`config.mk`:
```
export PLATFORM = sky130hd
export DESIGN_NAME = neopixel_frame_ctrl
export DESIGN_NICKNAME = d
export VERILOG_FILES = /design/src/rtl/neopixel_frame_ctrl.sv
export SDC_FILE = /design/constraint.sdc
export NUM_CORES = 1
export LEC_CHECK = 0
export BUFFER_PORTS_ARGS = -buffer_cell sky130_fd_sc_hd__buf_2
export CORE_AREA = 2 2 77 79
export DETAILED_ROUTE_END_ITERATION = 7
export DIE_AREA = 0 0 79 81
export GPL_TIMING_DRIVEN = 0
export PLACE_DENSITY_LB_ADDON = 0.3
export SLEW_MARGIN = 15
export SYNTH_ARGS = -nofsm -noshare
export SYNTH_HDL_FRONTEND = slang
export SYNTH_SLANG_ARGS = --single-unit
```
`constraint.sdc`:
```
create_clock -name CLK -period 1.95 [get_ports CLK]
set_input_delay 0.39 -clock CLK [delete_from_list [all_inputs] [get_ports CLK]]
set_output_delay 0.39 -clock CLK [all_outputs]
set_load 0.05 [all_outputs]
```
`src/rtl/neopixel_frame_ctrl.sv`:
```
// rtl/neopixel_frame_ctrl.sv - NeoPixel frame sequencer: pixel fetch, GRB bit strobes, latch timing
module neopixel_frame_ctrl #(
    parameter int NUM_PIXELS = 8,
    parameter int CLK_HZ     = 12_000_000,
    parameter int LATCH_US   = 60,
    localparam int AW        = (NUM_PIXELS > 1) ? $clog2(NUM_PIXELS) : 1
) (
    input  logic          CLK,
    input  logic          RST_N,
    input  logic          start,
    output logic [AW-1:0] px_addr,
    input  logic [23:0]   px_data,
    output logic          bit_value,
    output logic          bit_valid,
    input  logic          bit_busy,
    output logic          frame_busy,
    output logic          frame_done
);

    localparam int LATCH_CYCLES = (CLK_HZ / 1_000_000) * LATCH_US;
    localparam int LW           = $clog2(LATCH_CYCLES + 1);

    localparam logic [LW-1:0] LATCH_LAST = LW'(LATCH_CYCLES - 1);
    localparam logic [AW-1:0] LAST_PX    = AW'(NUM_PIXELS - 1);

    localparam logic [2:0] IDLE      = 3'd0;
    localparam logic [2:0] FETCH     = 3'd1;
    localparam logic [2:0] LOAD      = 3'd2;
    localparam logic [2:0] SEND      = 3'd3;
    localparam logic [2:0] WAIT_ACK  = 3'd4;
    localparam logic [2:0] WAIT_DONE = 3'd5;
    localparam logic [2:0] LATCH     = 3'd6;

    logic [2:0]    state_q, state_d;
    logic [AW-1:0] idx_q, idx_d;
    logic [23:0]   shift_q, shift_d;
    logic [4:0]    bcnt_q, bcnt_d;
    logic [LW-1:0] lcnt_q, lcnt_d;
    logic          busy_q, busy_d;
    logic          done_q, done_d;

    // The pixel index doubles as the read address, so it naturally holds outside FETCH.
    assign px_addr    = idx_q;
    assign bit_value  = shift_q[23];
    assign bit_valid  = (state_q == SEND);
    assign frame_busy = busy_q;
    assign frame_done = done_q;

    always_comb begin
        state_d = state_q;
        idx_d   = idx_q;
        shift_d = shift_q;
        bcnt_d  = bcnt_q;
        lcnt_d  = lcnt_q;
        busy_d  = busy_q;
        done_d  = 1'b0;
        case (state_q)
            IDLE: begin
                if (start) begin
                    state_d = FETCH;
                    idx_d   = '0;
                    busy_d  = 1'b1;
                end
            end
            FETCH: state_d = LOAD;
            LOAD: begin
                shift_d = px_data;
                bcnt_d  = 5'd0;
                state_d = SEND;
            end
            SEND: state_d = WAIT_ACK;
            WAIT_ACK: begin
                if (bit_busy) begin
                    state_d = WAIT_DONE;
                end
            end
            WAIT_DONE: begin
                if (!bit_busy) begin
                    bcnt_d = bcnt_q + 5'd1;
                    // The last bit is not shifted out so bit_value keeps its level until the next pixel loads.
                    if (bcnt_q == 5'd23) begin
                        if (idx_q == LAST_PX) begin
                            state_d = LATCH;
                            lcnt_d  = '0;
                        end else begin
                            idx_d   = idx_q + AW'(1);
                            state_d = FETCH;
                        end
                    end else begin
                        shift_d = {shift_q[22:0], 1'b0};
                        state_d = SEND;
                    end
                end
            end
            LATCH: begin
                if (lcnt_q == LATCH_LAST) begin
                    state_d = IDLE;
                    busy_d  = 1'b0;
                    done_d  = 1'b1;
                end else begin
                    lcnt_d = lcnt_q + LW'(1);
                end
            end
            default: state_d = IDLE;
        endcase
    end

    always_ff @(posedge CLK or negedge RST_N) begin
        if (!RST_N) begin
            state_q <= IDLE;
            idx_q   <= '0;
            shift_q <= '0;
            bcnt_q  <= '0;
            lcnt_q  <= '0;
            busy_q  <= 1'b0;
            done_q  <= 1'b0;
        end else begin
            state_q <= state_d;
            idx_q   <= idx_d;
            shift_q <= shift_d;
            bcnt_q  <= bcnt_d;
            lcnt_q  <= lcnt_d;
            busy_q  <= busy_d;
            done_q  <= done_d;
        end
    end

endmodule

```
* After elaboration in Yosys (flattened, before gate mapping)
Index checks and enable logic that the tools add are counted.
** Word-level totals
- Bits in registers :: 47
- Bits of input ports :: 28
- Word-level logic and storage cells :: 66
** Cells by class
- $add $sub $neg :: 3
- Equal/unequal tests :: 18
- Mux-type cells :: 27
- Reductions and logical operators :: 11
** Operator list (count)
- $mux W24 :: 2
- $pmux W24 S2 :: 1
- $mux W10 :: 4
- $mux W3 :: 10
- $pmux W3 S7 :: 1
- $pmux W10 S2 :: 1
- $ne A2 B2 Y1 const B :: 9
- $eq A3 B3 Y1 const B :: 4
- $add A10 B1 Y10 const B :: 1
- $eq A10 B10 Y1 const B :: 1
- $pmux W5 S2 :: 1
- $reduce_and A5 Y1 :: 2
- $reduce_bool A2 Y1 :: 4
- $eq A3 B2 Y1 const B :: 2
- $pmux W3 S2 :: 1
- $reduce_and A3 Y1 :: 2
- $add A5 B1 Y5 const B :: 1
- $eq A5 B5 Y1 const B :: 1
- $mux W5 :: 1
- $mux W1 :: 4
- $reduce_and A4 Y1 :: 1
- $add A3 B1 Y3 const B :: 1
- $eq A3 B1 Y1 const B :: 1
- $logic_not A3 Y1 :: 1
- 2 further kinds :: 2

* Longest topological paths before layout
Gate-level depths: netlist (run 1).
- Depth after elaboration :: 5
- Gate-level depth with buffers :: 7
- Depth with buffers taken out :: 5

* Least setup slack after synthesis (run 1)
OpenSTA, ideal clock, no wires.
- Kind :: register -> register
- Start :: register idx_q[0], in the netlist px_addr[0]
- End :: register idx_q[0], in the netlist px_addr[0]
- Library setup time :: 0.079 ns
- Data arrival time :: 1.937 ns
- Path slack :: -0.067 ns
- Stages on the path, launching flop included :: 6
- Clock period less this slack :: 2.017 ns
- Cell sequence :: dfrtp_1 > ha_1 > ha_1 > or3_1 > a21oi_1 > mux2i_1
** Between the ends
- Word-level cells in the longest chain between the ends :: 5
** Ends and longest elaborated chain
- start, declared :: RTL line 35 : logic [AW-1:0] idx_q, idx_d;
- start signal, assigned :: RTL line 119 : idx_q <= idx_d;
- $add A3 B1 Y3 :: RTL line 86 : idx_d = idx_q + AW'(1);
- $mux W3 :: RTL line 82 : if (idx_q == LAST_PX) begin
- $mux W3 :: RTL line 81 : if (bcnt_q == 5'd23) begin
- $mux W3 :: RTL line 78 : if (!bit_busy) begin
- $pmux W3 S2 :: RTL line 57 : case (state_q)
Parallel ways exist; a longest one is shown, timed or not. The select of a mux whose other input is x is not followed.
A chain may end at the register's enable or synchronous reset.

* Worst setup path in the final report (run 1)
- Start :: register lcnt_q[5]
- End :: register lcnt_q[7]
** Between the ends
- Word-level cells in the longest chain between the ends :: 3
** Ends and longest elaborated chain
- start, declared :: RTL line 38 : logic [LW-1:0] lcnt_q, lcnt_d;
- start signal, assigned :: RTL line 122 : lcnt_q <= lcnt_d;
- $add A10 B1 Y10 / $eq A10 B10 Y1 (equally long branches) :: RTL line 101, 96
- $mux W10 / $ne A2 B2 Y1 (equally long branches)
- $pmux W10 S2 / $reduce_and A5 Y1 (equally long branches)
Parallel ways exist; a longest one is shown, timed or not. The select of a mux whose other input is x is not followed.

==> impl_metrics.py, run 1 <==
metrics = {
    "grt": {
        "grt_usage_pct": 16.0,
        "grt_pass1_wl_um": 7910,
        "antenna_found_initial": 0,
        "grt_overflow_total": 0,
        "grt_max_degree": 48,
        "first_global_vias": 1738,
    },
    "setup_path": {
        "cp.arrival_ns": 2.16,
        "cp_data_required_time_ns": 2.14,
        "worst-path-max-fanout": 5,
        "critPathKind": "flop to flop",
        "setup.worst_path.end_class": "flop",
        "critPathLaunchType": "flop",
    },
    "status": {
        "violations": "negative setup slack",
        "status": "complete, but fails checks",
    },
    "floorplanning": {
        "die_w_um": 79,
        "die-area_mm2": 0.00640,
        "core_mm2": 0.00568,
        "die_h_um": 81,
        "io_pins": 35,
        "rows": 28,
        "start_util_pct": 43.3,
    },
    "logic_synthesis": {
        "syn_inst": 253,
        "avgSynthCellArea_um2": 9.70,
        "synth_ff_type": "dfrtp_1",
        "synth.cell_area_mm2": 0.00245,
        "ys_ff_latch": 47,
        "synthArstFlopShare_pct": 100,
        "yosysSeqAreaShare_pct": 47.9,
        "syn_nets": 285,
        "synth_edf_count": 0,
        "synth_warnings": 0,
        "yosys.cell_types.count": 47,
    },
    "layout": {
        "n_antenna_cell": 0,
        "area_growth_pct": 22.6,
        "nNetsFinal": 340,
        "drive_gt1_share_pct": 35.3,
        "final_cells": 384,
        "utilization_pct": 53.0,
    },
    "sta": {
        "worstMarginPinSlew_ns": 0.600,
        "finalClockSkew_ns": 0.00977,
        "period_share_pct": 101,
        "min_period_ns": 1.97,
        "hold_viol": 0,
        "setup_viol": 2,
        "maxSlewHeadroom_pct": 60.0,
        "hold_slack_ns": 0.0746,
        "final.setup.worst_slack_ns": -0.0171,
        "rsz0062_at_grt": "yes",
        "fmax_ghz": 0.508,
        "slew_violations": 0,
    },
    "detailed_routing": {
        "num_vias": 1958,
        "routed_wl_um": 5080,
        "drt_pass1_iterations": 4,
        "wire_per_inst_um": 13.2,
        "drtIter0Drc": 120,
        "vias_per_cell": 5.10,
        "drtAntennaViolNets": 0,
        "drc": 0,
    },
    "placement": {
        "io_buffers": 34,
        "place.gp.congestion": 0.748,
        "post-place-ws_ns": -0.178,
        "dp_hpwl_um": 3350,
        "dp.cells": 362,
    },
    "power": {
        "power_switching_mw": 1.35,
        "internal-power_mw": 2.57,
        "seq_power_share_pct": 40.2,
        "p_leak_nw": 1.45,
        "p_comb_share_pct": 41.0,
        "p_per_area_mw_per_mm2": 1300,
        "clkPwrFrac_pct": 18.8,
        "total_power_mw": 3.92,
        "sw_frac_of_total_pct": 34.4,
        "peakVddDrop_mv": 0.775,
    },
    "hold_path": {
        "hp-class": "input pin to asynchronous set/reset pin",
    },
    "cts": {
        "cts.sinks": 47,
        "hold_buffers": 0,
        "cts_tree": "yes",
        "path_clk_slew_ns": 0.09,
        "htreeDepth": 2,
        "numCtsBuffers": 5,
        "clockBufferDepth": 2,
        "cts-root-buf": "clkbuf_8",
        "clk_latency_ns": 0.31,
    },
    "job": {
        "max_cap_violations": 0,
    },
}
## layout by cell type, fill, tap and decap left out, types with 2 or more instances in the layout
master / n
nand4_1: 2
dfrtp_2: 4
nand3_1: 9
nand3_2: 2
mux2_2: 24
nand2_1: 86
a21oi_1: 3
mux2i_1: 4
nor4_1: 2
clkbuf_1: 3
nor3_1: 2
xor2_1: 3
ha_1: 2
buf_2: 34
a211o_1: 4
dfrtp_1: 43
clkbuf_8: 5
o21ai_0: 3
and3_1: 3
buf_4: 16
a22o_1: 2
inv_1: 4
nor2_1: 8
buf_6: 4
## registers in the layout, indices dropped and copies added, names as in the netlist
register    flops
state_q         3
lcnt_q         10
frame_done      1
px_addr         3
frame_busy      1
shift_q        24
bcnt_q          5
## layer usage
layer,up-vias,track usage [%],routed length [um]
met5,-,0,0
met4,0,8.10,112
met3,7,3.33,114
met2,25,24.2,2410
met1,947,21.9,2440
li1,979,-,-
## per-stage QoR
step / setup TNS (ns) / area (um^2)
6_report: -0.0216 / 3010
5_1_grt: -0.156 / 3010
4_1_cts: -0.963 / 2860
3_5_place_dp: -3.54 / 2730
3_3_place_gp: -3.38 / 2730
2_1_floorplan: 0 / 2470
## layout make-up
cell class                      instances  area (um^2)
Tap cell                               75         93.8
Clock buffer                            5         68.8
Inverter                                4         15.0
Multi-Input combinational cell        192         1250
Buffer                                 10         72.6
Sequential cell                        47         1180
Timing Repair Buffer                   48          278
Clock inverter                          3         47.5
Fill cell                             551         2670
## worst paths after layout
kind                                         from                endpoint  slack, ns  depth (start not counted)
hold reg to reg            frame_busy$_DFFE_PN0P_  frame_busy$_DFFE_PN0P_       0.51                          2
setup / recovery            lcnt_q[5]$_DFFE_PN0P_   lcnt_q[7]$_DFFE_PN0P_      -0.02                          5
min in group CLK                       px_data[0]  shift_q[0]$_DFFE_PN0P_       0.32                          2
max in group asynchronous                   RST_N   lcnt_q[4]$_DFFE_PN0P_       1.42                          1
hold / removal                              RST_N   lcnt_q[0]$_DFFE_PN0P_       0.07                          1
setup reg to reg            lcnt_q[5]$_DFFE_PN0P_   lcnt_q[7]$_DFFE_PN0P_      -0.02                          5
## cell usage after synthesis (all sizes together) (2+ instances only)
cell type / count / share of area, %
a21oi: 4 / 0.82
dfrtp: 47 / 48
o21ai: 4 / 0.82
nor3: 4 / 1.3
nand2: 86 / 13
nor3b: 2 / 0.61
ha: 4 / 2.0
or3: 2 / 0.56
and3b: 2 / 0.71
mux2: 24 / 11
mux2i: 4 / 1.6
inv: 4 / 0.61
nor2: 8 / 1.2
nand4: 2 / 0.51
a22o: 2 / 0.71
o31ai: 2 / 1.2
a211o: 4 / 1.4
clkbuf: 3 / 0.46
nor4: 3 / 0.76
and3: 3 / 0.76
nand3: 11 / 2.2
buf: 7 / 2.1
or2: 2 / 0.51
xor2: 3 / 1.1
## power by group through the flow
stage	Sequential, mW	Combinational (mW)	Clock (mW)
5_1_grt	1.62	1.78	0.808
3_5_place_dp	1.59	1.42	0
4_1_cts	1.57	1.43	0.763
2_1_floorplan	1.58	1.09	0
3_3_place_gp	1.57	1.38	0
6_report	1.58	1.61	0.739
## logic make-up after synthesis
group                    Yosys count  share of synthesized area [%]
AO/OA/AOI/OAI                     24                           7.75
XOR/XNOR                           3                           1.07
adder cells (fa/ha/maj)            4                           2.04
buffers and inverters             14                           3.21
flip-flops                        47                           47.9
multiplexers                      28                           12.6
AND/OR/NAND/NOR                  133                           25.4
## critical path: stages, from the launching register on
cell	delay [ns]
dfrtp_2	0.44
or4b_4	0.57
o31ai_4	0.36
buf_4	0.19
nor4_2	0.05
a221o_1	0.26
## repair_timing
item	CTS	global route
setup endpoints to repair	23	25
resized for setup	2	16
buffers inserted	0	14
pin swaps	0	5
Power figures use the tool's default switching activity.
==> run 2: changes to the inputs <==
- clock period: 1.95 -> 1.74 ns (I/O delays scaled with it)
==> run 2 against run 1 <==
Effect of this change: the run still ends with negative setup slack left; utilization grew 6.5 points; die area unchanged; count of clock-buffer cells in the layout did not move; register-to-register slack got worse by 0.18 ns; combinational power rose by 53%.
==> impl_metrics.py, run 2 (same netlist as run 1, synthesis figures left out) <==
metrics = {
    "layout": {
        "n_antenna_cell": 0,
        "final_cell_mix": "nand2_1, dfrtp_1, buf_2",
        "multi_input_area_mm2": 0.00147,
        "largest-register": "shift_q",
        "top_regs": "shift_q (24), lcnt_q (10), bcnt_q (5)",
        "num-fill-cells": 487,
        "final_common_cell": "nand2_1",
        "nNetsFinal": 355,
        "final_cells": 399,
        "area_growth_pct": 37.6,
        "largest_reg_flops": 24,
        "ff_latch_area_mm2": 0.00118,
        "drive_gt1_share_pct": 43.2,
    },
    "floorplanning": {
        "rows": 28,
        "die_h_um": 81,
        "core_mm2": 0.00568,
        "io_pins": 35,
        "die_w_um": 79,
        "start_util_pct": 43.3,
        "die-area_mm2": 0.00640,
    },
    "setup_path": {
        "cp.arrival_ns": 2.14,
        "cp-startpoint": "lcnt_q[4]$_DFFE_PN0P_",
        "path_cells": "or4b_4 -> o31a_1 -> and3_1 -> a211o_1",
        "setup.worst_path.end_class": "flop",
        "max_stage_delay_ns": 0.56,
        "ff2ff_setup_slack_ns": -0.20,
        "worst-path-max-fanout": 6,
        "cp_slowest_cell": "or4b_4",
        "critPathKind": "flop to flop",
        "reg2reg_depth": 4,
        "r2r_end": "lcnt_q[3]$_DFFE_PN0P_",
        "cp_data_required_time_ns": 1.94,
        "critPathLaunchType": "flop",
        "endpoint": "lcnt_q[3]$_DFFE_PN0P_",
        "r2r_start": "lcnt_q[4]$_DFFE_PN0P_",
    },
    "placement": {
        "post-place-ws_ns": -0.280,
        "dp.cells": 362,
        "io_buffers": 34,
        "place.gp.congestion": 0.782,
        "dp_hpwl_um": 3320,
    },
    "power": {
        "peakVddDrop_mv": 0.591,
        "internal-power_mw": 3.31,
        "total_power_mw": 5.07,
        "clkPwrFrac_pct": 16.2,
        "p_comb_share_pct": 48.5,
        "power_switching_mw": 1.76,
        "p_leak_nw": 1.69,
        "seq_power_share_pct": 35.2,
        "sw_frac_of_total_pct": 34.8,
        "p_per_area_mw_per_mm2": 1500,
    },
    "detailed_routing": {
        "drc": 0,
        "drt_pass1_iterations": 4,
        "routed_wl_um": 5900,
        "drtAntennaViolNets": 0,
        "wire_per_inst_um": 14.8,
        "drtIter0Drc": 139,
        "vias_per_cell": 5.24,
        "num_vias": 2092,
    },
    "sta": {
        "rsz0062_at_grt": "yes",
        "min_period_ns": 1.94,
        "fmax_ghz": 0.516,
        "hold_viol": 0,
        "final.setup.worst_slack_ns": -0.198,
        "period_share_pct": 111,
        "slew_violations": 0,
        "finalClockSkew_ns": 0.0109,
        "setup_viol": 35,
        "worstMarginPinSlew_ns": 0.600,
        "maxSlewHeadroom_pct": 60.0,
    },
    "cts": {
        "clk_latency_ns": 0.31,
        "hold_buffers": 0,
        "path_clk_slew_ns": 0.10,
        "numCtsBuffers": 5,
        "clockBufferDepth": 2,
        "cts-root-buf": "clkbuf_8",
        "cts.sinks": 47,
        "cts_tree": "yes",
        "htreeDepth": 2,
    },
    "grt": {
        "grt_max_degree": 48,
        "grt_pass1_wl_um": 8890,
        "grt_usage_pct": 17.7,
        "first_global_vias": 1941,
        "grt_overflow_total": 0,
        "antenna_found_initial": 0,
    },
    "status": {
        "status": "complete, but fails checks",
        "violations": "negative setup slack",
    },
    "job": {
        "max_cap_violations": 0,
    },
    "hold_path": {
        "hp-class": "input pin to asynchronous set/reset pin",
    },
}
[run 2: changes by cell type in the layout (fill, tap and decap cells not counted), moves of 4 or more]
cell	before	now
mux2_2	24	1
mux2_4	0	23
buf_4	16	23
clkbuf_2	0	4
nand3_1	9	5
buf_6	4	13
[run 2: final cells by class]
cell class | instances | area share, %
sequential | 47 | 35.0
tap | 75 | 2.78
multi-input combinational | 192 | 43.4
clock buffer | 5 | 2.04
buffer | 10 | 2.48
timing repair buffer | 63 | 12.5
clock inverter | 3 | 1.30
inverter | 4 | 0.444
[run 2: power by group through the flow]
stage | Sequential, mW | Clock (mW) | Combinational, mW
2_1_floorplan | 1.78 | 0 | 1.27
3_3_place_gp | 1.76 | 0 | 1.59
3_5_place_dp | 1.78 | 0 | 1.63
4_1_cts | 1.75 | 0.831 | 1.98
5_1_grt | 1.84 | 0.893 | 2.65
6_report | 1.79 | 0.824 | 2.46
[run 2: worst max-delay path: cells and delay by family, from the launching register on]
family	cells	cell delay (ns)
compound gates	2	0.66
flops	1	0.42
simple gates	2	0.76
[run 2: how the worst min path moves through the flow]
stage | endpoint
final | state_q[1]$_DFFE_PN0P_
after global routing | state_q[1]$_DFFE_PN0P_
after CTS | shift_q[0]$_DFFE_PN0P_
after detailed placement | shift_q[0]$_DFFE_PN0P_
after global placement | shift_q[0]$_DFFE_PN0P_
after floorplan | bcnt_q[0]$_DFFE_PN0P_
[run 2: per-stage QoR]
stage / utilization (%) / setup TNS, ns / area, um^2 / hold WS [ns]
final: 59.5 / -2.72 / 3380 / 0.0403
after global routing: 59.5 / -4.70 / 3380 / 0.0949
after CTS: 55.5 / -0.651 / 3150 / 0.274
after detailed placement: 48.9 / -6.28 / 2770 / 0.490
after global placement: 48.9 / -6.08 / 2770 / 0.483
after floorplan: - / -0.662 / 2510 / 0.0524
[run 2: routing by layer]
| metal | vias up | global-route usage [%] | wire length, um |
|---|---|---|---|
| li1 | 1009 | - | - |
| met1 | 1036 | 21.7 | 2650 |
| met2 | 37 | 30.3 | 2920 |
| met3 | 10 | 4.22 | 227 |
| met4 | 0 | 6.55 | 99 |
| met5 | - | 0 | 0 |
[run 2: repair_timing]
item,in CTS,in global routing
buffers inserted,19,8
pin swaps,11,13
endpoints found under the setup margin,36,39
hold endpoints to repair,0,0
cloned,1,1
resized for setup,28,43
==> run 3: changes to the inputs <==
- CORE_AREA: 2 2 77 79 -> 2 2 89 69
- DIE_AREA: 0 0 79 81 -> 0 0 91 71
- PLACE_DENSITY_LB_ADDON: 0.3 -> 0.25
- clock period: 1.74 -> 1.9 ns (I/O delays scaled with it)
==> run 3 against run 2 <==
Effect of this change: the run now ends clean; die area rose by 0.97%; clock skew up 0.0043 ns; setup slack gained 0.23 ns; clock power decreased by 25%; register-to-register slack better by 0.23 ns; count of clock-buffer cells in the layout unchanged; cell count fell by 4.0%; sequential power is 11% lower; global-route usage is 1.7 points lower; first-iteration DRC count shrank 12%; non-clock buffer count decreased by 19.
==> impl_metrics.py, run 3 (same netlist as run 1, synthesis figures left out) <==
metrics = {
    "status": {
        "status": "completed",
    },
    "floorplanning": {
        "die_h_um": 71,
        "start_util_pct": 43.5,
        "rows": 24,
        "core_mm2": 0.00565,
        "io_pins": 35,
        "die_w_um": 91,
        "die-area_mm2": 0.00646,
    },
    "layout": {
        "largest-register": "shift_q",
        "final_cell_mix": "nand2_1, dfrtp_1, buf_2",
        "nNetsFinal": 336,
        "ff_latch_area_mm2": 0.00118,
        "multi_input_area_mm2": 0.00127,
        "n_antenna_cell": 0,
        "largest_reg_flops": 24,
        "drive_gt1_share_pct": 35.1,
        "num-fill-cells": 547,
        "final_common_cell": "nand2_1",
        "top_regs": "shift_q (24), lcnt_q (10), bcnt_q (5)",
        "area_growth_pct": 21.3,
    },
    "placement": {
        "io_buffers": 34,
        "dp_hpwl_um": 3260,
        "place.gp.congestion": 0.710,
    },
    "cts": {
        "clk_latency_ns": 0.30,
        "path_clk_slew_ns": 0.10,
        "clockBufferDepth": 2,
        "numCtsBuffers": 5,
        "cts.sinks": 47,
        "htreeDepth": 2,
        "cts_tree": "yes",
        "cts-root-buf": "clkbuf_8",
    },
    "detailed_routing": {
        "routed_wl_um": 4880,
        "drtIter0Drc": 123,
        "drc": 0,
        "drt_pass1_iterations": 4,
        "num_vias": 1907,
        "drtAntennaViolNets": 0,
        "wire_per_inst_um": 12.7,
        "vias_per_cell": 4.98,
    },
    "grt": {
        "grt_pass1_wl_um": 8400,
        "grt_usage_pct": 15.9,
        "grt_overflow_total": 0,
        "grt_max_degree": 48,
        "antenna_found_initial": 0,
        "first_global_vias": 1807,
    },
    "setup_path": {
        "setup.worst_path.end_class": "flop",
        "cp-startpoint": "lcnt_q[5]$_DFFE_PN0P_",
        "critPathKind": "flop to flop",
        "cp_data_required_time_ns": 2.09,
        "worst-path-max-fanout": 5,
        "r2r_start": "lcnt_q[5]$_DFFE_PN0P_",
        "critPathLaunchType": "flop",
        "cp.arrival_ns": 2.06,
        "reg2reg_depth": 5,
    },
    "sta": {
        "finalClockSkew_ns": 0.0152,
        "worstMarginPinSlew_ns": 0.608,
        "hold_viol": 0,
        "min_period_ns": 1.87,
        "period_share_pct": 98.5,
        "hold_slack_ns": 0.0857,
        "fmax_ghz": 0.534,
        "slew_violations": 0,
        "setup_viol": 0,
        "maxSlewHeadroom_pct": 59.5,
        "rsz0062_at_grt": "yes",
    },
    "power": {
        "peakVddDrop_mv": 0.513,
        "p_leak_nw": 1.42,
        "total_power_mw": 3.83,
        "p_per_area_mw_per_mm2": 1290,
    },
    "job": {
        "max_cap_violations": 0,
    },
    "hold_path": {
        "hp-class": "input pin to asynchronous set/reset pin",
    },
}
-- run 3: cell types whose count changed in the layout (fill, tap and decap cells not counted), sizes merged --
cell / change
buf: -17
clkbuf: -2
bufinv: -1
inv: +1
-- run 3: layout make-up --
class,instances,area share [%]
buffer,10,2.56
clock buffer,5,2.31
clock inverter,3,0.631
inverter,4,0.504
multi-input combinational,192,42.6
sequential,47,39.7
tap,78,3.28
timing repair buffer,44,8.45
-- run 3: critical path, stage by stage, from the launching register on --
cell,delay [ns]
dfrtp_2,0.42
or4b_4,0.56
o31ai_4,0.30
buf_4,0.18
nor4_1,0.04
a221o_1,0.26
-- run 3: what timing repair did --
action | 4_1_cts | 5_1_grt
hold buffers | 0 | 0
endpoints found under the hold margin | 0 | 0
resized for setup | 6 | 16
buffers inserted | 5 | 5
endpoints found under the setup margin | 25 | 30
pin swaps | 3 | 11
-- run 3: routing by layer --
| metal | vias to the layer above | part of all wire, % | GRT usage, % |
|---|---|---|---|
| met5 | - | 0 | 0 |
| met4 | 0 | 1.1 | 4.55 |
| met2 | 23 | 44 | 24.2 |
| li1 | 977 | - | - |
| met3 | 4 | 2.0 | 2.88 |
| met1 | 903 | 53 | 23.5 |
-- run 3: worst paths after layout --
check,end,slack [ns]
min in group CLK,shift_q[0]$_DFFE_PN0P_,0.32
worst max-delay path,lcnt_q[7]$_DFFE_PN0P_,0.03
max in group asynchronous,px_addr[1]$_DFFE_PN0P_,1.37
worst min-delay path,bcnt_q[0]$_DFFE_PN0P_,0.09
worst max register to register,lcnt_q[7]$_DFFE_PN0P_,0.03
worst min register to register,shift_q[0]$_DFFE_PN0P_,0.51
-- run 3: through the flow --
| step | cells | util, % | setup WS, ns | area, um^2 | TNS [ns] |
|---|---|---|---|---|---|
| after floorplan | 253 | - | 0.0143 | 2470 | 0 |
| after global placement | 365 | 48.4 | -0.251 | 2730 | -4.93 |
| after detailed placement | 365 | 48.4 | -0.273 | 2730 | -5.28 |
| after CTS | 378 | 50.9 | -0.0403 | 2880 | -0.123 |
| after global routing | 383 | 52.7 | -0.0253 | 2980 | -0.0900 |
| final | 383 | 52.7 | 0.0288 | 2980 | 0 |
-- run 3: power breakdown --
group	switching [mW]	total, mW	internal, mW
logic	0.784	1.61	0.823
registers	0.225	1.60	1.38
clock network	0.359	0.619	0.260
total	1.37	3.83	2.46
